## config.mk

```make
export PLATFORM = sky130hd
export DESIGN_NAME = bus_decoder
export DESIGN_NICKNAME = d
export VERILOG_FILES = /design/src/rtl/bus_decoder_pkg.sv /design/src/rtl/bus_addr_match.sv /design/src/rtl/bus_decoder.sv
export SDC_FILE = /design/constraint.sdc
export NUM_CORES = 1
export LEC_CHECK = 0
export ABC_AREA = 1
export BUFFER_PORTS_ARGS = -buffer_cell sky130_fd_sc_hd__buf_4
export CAP_MARGIN = 20
export CORE_AREA = 2 2 132 134
export DETAILED_ROUTE_END_ITERATION = 10
export DIE_AREA = 0 0 134 136
export GPL_TIMING_DRIVEN = 0
export PLACE_DENSITY = 0.74
export REMOVE_ABC_BUFFERS = 1
export SLEW_MARGIN = 20
export SYNTH_ARGS = -nofsm -noshare
export SYNTH_HDL_FRONTEND = slang
export SYNTH_HIERARCHICAL = 1
export SYNTH_SLANG_ARGS = --single-unit
```

## constraint.sdc

```tcl
create_clock -name clk -period 1.8 [get_ports clk]
set_input_delay 0.36 -clock clk [delete_from_list [all_inputs] [get_ports clk]]
set_output_delay 0.36 -clock clk [all_outputs]
set_load 0.01 [all_outputs]
```

## src/rtl/bus_decoder_pkg.sv

```systemverilog
// Shared definitions for the SoC memory-bus blocks: decoder state encoding,
// error data default and helpers to locate per-slave fields in packed vectors.
package bus_decoder_pkg;

  typedef enum logic [1:0] {
    ST_IDLE = 2'd0,
    ST_ACT  = 2'd1,
    ST_ERR  = 2'd2
  } bus_state_e;

  localparam logic [31:0] ERR_DATA_DEFAULT = 32'hDEADBEEF;
  localparam int          TCNT_W           = 16;

  // Lsb position of field i in a vector of packed 32-bit / 4-bit fields.
  function automatic int slice_32(input int i);
    return 32 * i;
  endfunction

  function automatic int slice_4(input int i);
    return 4 * i;
  endfunction

endpackage

```

## src/rtl/bus_addr_match.sv

```systemverilog
// Combinational priority address match against packed base/mask pairs;
// the lowest matching index wins.
module bus_addr_match #(
  parameter int CNT   = 4,
  parameter int IDX_W = (CNT > 1) ? $clog2(CNT) : 1
) (
  input  logic [31:0]       i_addr,
  input  logic [32*CNT-1:0] i_base,
  input  logic [32*CNT-1:0] i_mask,
  output logic              o_hit,
  output logic [IDX_W-1:0]  o_idx
);

  logic [CNT-1:0] w_match;

  genvar gi;
  generate
    for (gi = 0; gi < CNT; gi++) begin : g_match
      assign w_match[gi] = (i_addr & i_mask[32*gi +: 32]) == i_base[32*gi +: 32];
    end
  endgenerate

  always_comb begin
    o_hit = |w_match;
    o_idx = '0;
    // Walk downwards so the lowest matching index is the last one written.
    for (int i = CNT - 1; i >= 0; i--) begin
      if (w_match[i]) o_idx = IDX_W'(i);
    end
  end

endmodule

```

## src/rtl/bus_decoder.sv

```systemverilog
// Single-master to multi-slave splitter: registered address decode, selection
// held until the master drops valid, error completion for unmapped or stalled accesses.
module bus_decoder
  import bus_decoder_pkg::*;
#(
  parameter int                     SLAVE_CNT  = 4,
  parameter logic [32*SLAVE_CNT-1:0] SLAVE_BASE = '0,
  parameter logic [32*SLAVE_CNT-1:0] SLAVE_MASK = '0,
  parameter int                     TIMEOUT    = 255,
  parameter logic [31:0]            ERR_DATA   = ERR_DATA_DEFAULT
) (
  input  logic                    clk,
  input  logic                    reset,
  input  logic [31:0]             m_addr,
  input  logic [31:0]             m_wdata,
  input  logic                    m_valid,
  input  logic [3:0]              m_wen,
  output logic [31:0]             m_rdata,
  output logic                    m_ready,
  output logic [31:0]             s_addr,
  output logic [31:0]             s_wdata,
  output logic [3:0]              s_wen,
  output logic [SLAVE_CNT-1:0]    s_valid,
  input  logic [32*SLAVE_CNT-1:0] s_rdata,
  input  logic [SLAVE_CNT-1:0]    s_ready,
  output logic                    err,
  output logic [31:0]             err_addr
);

  localparam int SEL_W = $clog2(SLAVE_CNT);
  localparam logic [TCNT_W-1:0] TCNT_LAST = TCNT_W'(TIMEOUT - 1);

  bus_state_e        r_state, w_state_next;
  logic [SEL_W-1:0]  r_sel, w_sel_next;
  logic [TCNT_W-1:0] r_tcnt, w_tcnt_next;
  logic              r_err, w_err_next;
  logic [31:0]       r_err_addr, w_err_addr_next;
  logic              r_given, w_given_next;

  logic              w_hit;
  logic [SEL_W-1:0]  w_idx;
  logic              w_sel_ready;
  logic [31:0]       w_sel_rdata;

  bus_addr_match #(
    .CNT   (SLAVE_CNT),
    .IDX_W (SEL_W)
  ) u_match (
    .i_addr (m_addr),
    .i_base (SLAVE_BASE),
    .i_mask (SLAVE_MASK),
    .o_hit  (w_hit),
    .o_idx  (w_idx)
  );

  assign w_sel_ready = s_ready[r_sel];
  assign w_sel_rdata = s_rdata[slice_32(int'(r_sel)) +: 32];

  assign s_addr   = m_addr;
  assign s_wdata  = m_wdata;
  assign s_wen    = m_wen;
  assign err      = r_err;
  assign err_addr = r_err_addr;

  always_ff @(posedge clk) begin
    if (!reset) begin
      r_state    <= ST_IDLE;
      r_sel      <= '0;
      r_tcnt     <= '0;
      r_err      <= 1'b0;
      r_err_addr <= '0;
      r_given    <= 1'b0;
    end else begin
      r_state    <= w_state_next;
      r_sel      <= w_sel_next;
      r_tcnt     <= w_tcnt_next;
      r_err      <= w_err_next;
      r_err_addr <= w_err_addr_next;
      r_given    <= w_given_next;
    end
  end

  always_comb begin
    w_state_next    = r_state;
    w_sel_next      = r_sel;
    w_tcnt_next     = r_tcnt;
    w_err_next      = 1'b0;
    w_err_addr_next = r_err_addr;
    w_given_next    = r_given;
    case (r_state)
      ST_IDLE: begin
        if (m_valid) begin
          if (w_hit) begin
            w_state_next = ST_ACT;
            w_sel_next   = w_idx;
            w_tcnt_next  = '0;
            w_given_next = 1'b0;
          end else begin
            w_state_next    = ST_ERR;
            w_err_next      = 1'b1;
            w_err_addr_next = m_addr;
          end
        end
      end
      ST_ACT: begin
        // Master release beats a simultaneous timeout.
        if (!m_valid) begin
          w_state_next = ST_IDLE;
        end else if (w_sel_ready) begin
          w_given_next = 1'b1;
        end else if (!r_given) begin
          if (r_tcnt == TCNT_LAST) begin
            w_state_next    = ST_ERR;
            w_err_next      = 1'b1;
            w_err_addr_next = m_addr;
          end else begin
            w_tcnt_next = r_tcnt + 1'b1;
          end
        end
      end
      ST_ERR: begin
        if (!m_valid) w_state_next = ST_IDLE;
      end
      default: w_state_next = ST_IDLE;
    endcase
  end

  always_comb begin
    s_valid = '0;
    m_ready = 1'b0;
    m_rdata = '0;
    case (r_state)
      ST_ACT: begin
        s_valid[r_sel] = m_valid;
        m_ready        = w_sel_ready;
        m_rdata        = w_sel_rdata;
      end
      ST_ERR: begin
        m_ready = 1'b1;
        m_rdata = ERR_DATA;
      end
      default: ;
    endcase
  end

endmodule
```

==> summary.md <==
| Metric | Value |
|---|---|
| Status | finished with violations |
| Failing checks | negative setup slack |
| Die H | about 140 um |
| Final Max Slew Viols | 0 |
| DP HPWL | 19.8 mm |
| Fin. Hold Viols | 0 |
| Residual DRC count | 0 |
| Post-synth top area cell | nand2_1 |
| Clock transition at path regs | 0.09 ns |
| CTS root buf | clkbuf_16 |
| CTS H-Tree Depth | 2 |
| Yosys warning count | 6 |
| CTS sink count | 54 |
| Vias/cell | approximately 4.6 |
| Most area-consuming cells after synthesis | nand2_1 24%, dfxtp_1 15%, inv_1 7.5% |
| Hold Worst Slack | approximately 0.35 ns |
| Fraction of layout cells with a size suffix above 1 | 0.248 |
| Post-CTS Hold Buffers | 0 |
| GR Layer Usage met2 | 0.515 |
| Most Crowded Layer GR | met2 |
| First-pass DRT Iterations | 7 |
| Max stage delay cell, worst path | dfxtp_4 |
| Core Region | 0.0169 mm^2 |
| Met1 Resource Use GR | 0.328 |
| CP startpoint | r_sel[1] |
| Cell family with most CP delay | compound AO/OA/AOI/OAI gates |
| GR Layer Usage met3 | 0.109 |
| Layout area overhead | 69.3% |
| Final WL | approximately 31 mm |
| Finish-stage setup viols | between 80 and 90 |
| Total gr overflow | 0 |
| Layout Skew | approximately 0.018 ns |
| Pwr per Cell Area | a little over 400 mW/mm^2 |
| I/O pin cnt | 341 |
| Most common cell after layout, fill and taps aside | nand2_1 |
| FILL cells | between 1,000 and 1,500 |
| Setup CP Type | reg -> out |
| Psw | 1910 uW |
| Fin crit period | 2.15 ns |
| Total negative slack | -11.26 ns |
| CP startpoint kind | register |
| Largest net degree at the start of global routing | between 40 and 50 |
| Critical path, cell by cell | buf_6, nor2_4, buf_16, o2bb2ai_2, a221oi_4, o21ai_2, buf_4 |
| GRT Util Overall | 0.302 |
| VDD IR max | approximately 400 uV |
| Synth Register Bits | 54 |
| Yosys cell types | 38 |
| Max Buffers Root-to-Sink | 2 |
| Post-Syn Area | 0.00706 mm^2 |
| RR Startpoint | r_sel[0] |
| Rows | 48 |
| Sw frac | 0.385 |
| Crit path required time | between 1 and 1.5 ns |
| Routed vias | between 9,000 and 10,000 |
| Most frequent cells in the layout | 440 x nand2_1, 411 x conb_1, 286 x buf_4 |
| Seq pwr share | 0.274 |
| Chip width | ~130 um |
| Hold WC Path Type | in -> reg |
| First-pass GRT wire length | 43.0 mm |
| Crit Path Max Fanout | 17 |
| P_int | between 3000 and 4000 uW |
| CTS tree | yes |
| Fin worst setup slack | -0.352 ns |
| Logic pwr share | 0.483 |
| Number of buffers added on ports | between 200 and 300 |
| Syn Inst Count | 1,285 |
| Sequential Area | between 0.001 and 0.0015 mm^2 |
| Register area share after synthesis | 0.153 |
| Routability cong. | roughly 0.86 |
| Lkg Pwr | ~0.0064 uW |
| Multi-input logic area | 0.00712 mm^2 |
| Mean Syn Cell Area | approximately 5.5 um^2 |
| Pre-CTS setup slack | -1.38 ns |
| Clk_lat worst skew | roughly 0.32 ns |
| Vias in the first global route | approximately 8,500 |
| Crit end category | output port |
| Fmax | between 0.4 and 0.5 GHz |
| Period utilization | 1.20 |
| Worst path max stage delay | ~0.39 ns |
| Hold path start | m_addr[17] |
| DIE AREA | 0.0182 mm^2 |
| Worst-margin pin slew | 0.748 ns |
| Crit path buffers/inverters | 3 |
| Power share of the clock group | 0.243 |
| Worst slew margin | 0.501 |
| Arr. time, crit path | roughly 1.8 ns |
| DR iter-0 viols | between 800 and 900 |
| Design Power | between 4000 and 5000 uW |
| Synth top area share | 0.240 |
| WL per Instance | 14.6 um |
| ANT nets after route | 0 |
| RSZ-0062 raised after global routing | yes |
| Starting Density | 0.418 |
| Max_cap viols | 0 |
| Final #Nets | around 2,100 |
| Number of buffers created by CTS | 5 |
| Antenna violations before repair | 2 |
[final timing paths]
check / end / slack (ns) / cells past startpoint
setup / recovery: m_rdata[28] / -0.35 / 7
hold reg to reg: err_addr[16] / 0.45 / 2
setup reg to reg: r_tcnt[7] / -0.25 / 12
hold / removal: err_addr[17] / 0.35 / 3
[per-stage QoR]
stage               std cells  area [um^2]   util
global route             2156        12000  0.708
finish                   2156        12000  0.708
global placement         2086        10200  0.606
CTS                      2138        11300  0.670
detailed placement       2087        10300  0.609
floorplan                1593         7930      -
[synthesized netlist by cell type]
cell and n:
nand2_1 452, inv_1 142, nor2_1 128, a21oi_1 76, nand3_1 70, buf_4 69, o21ai_0 60, dfxtp_1 54
xor2_1 46, nand3b_1 30, a221oi_1 24, a22oi_1 16, clkbuf_1 16, xnor2_1 15, buf_2 13, nand4_1 12
o2bb2ai_1 9, nor2_2 6, or2_1 6, ha_1 5, nand2_2 5, o21ai_1 5, inv_2 4, nor3b_1 3
a31oi_1 2, and2_1 2, buf_1 2, clkinv_1 2, nor3_1 2, and2_4 1, buf_6 1, clkbuf_2 1
conb_1 1, nand2_4 1, nand3_2 1, nor2b_1 1, o2111ai_1 1, or2_2 1
[flip-flops by register name, indices dropped and copies added, names as in the netlist]
name,cells
err,1
err_addr,32
r_given,1
r_sel,2
r_state,2
r_tcnt,16
[metal layers]
| metal | wire, um | part of all wire |
|---|---|---|
| met1 | 11600 | 0.37 |
| met5 | 54 | 0.0017 |
| met4 | 1850 | 0.059 |
| met2 | 14700 | 0.47 |
| met3 | 3340 | 0.11 |
[final cells by class]
type                    count  area share
diodes                      2    0.000419
multi-input cells        1399       0.596
clock buffers               5      0.0105
well taps                 225      0.0236
repair inverters            1    0.000628
clock inverters             3     0.00408
inverters                 148      0.0502
repair buffers            319       0.223
flip-flops and latches     54      0.0916
[tightest hold or removal path: cells and delay by family]
family,cells,cell delay [ns]
buffers and inverters,1,0.13
AOI/OAI and AO/OA,2,0.15
[power by group through the flow]
stage / Combinational, uW / Clock [uW] / Sequential [uW]
floorplan: 893 / 0 / 1420
global placement: 1680 / 0 / 1380
detailed placement: 1700 / 0 / 1380
CTS: 1940 / 1240 / 1350
global route: 2630 / 1270 / 1370
finish: 2390 / 1200 / 1360
[cells by family after synthesis]
kind of cell / synth area share
AND/OR/NAND/NOR: 0.428
buffers and inverters: 0.173
AO/OA/AOI/OAI: 0.161
XOR/XNOR: 0.0757
flip-flops: 0.153
adder cells (fa/ha/maj): 0.00886
other: 0.000531
[repair_timing]
action	4_1_cts	5_1_grt
hold endpoints to repair	0	0
gates cloned	5	6
pin swaps	16	35
resized for setup	109	146
setup endpoints to repair	89	85
setup buffers	39	10
No activity file was read; power rests on OpenSTA's default activity.
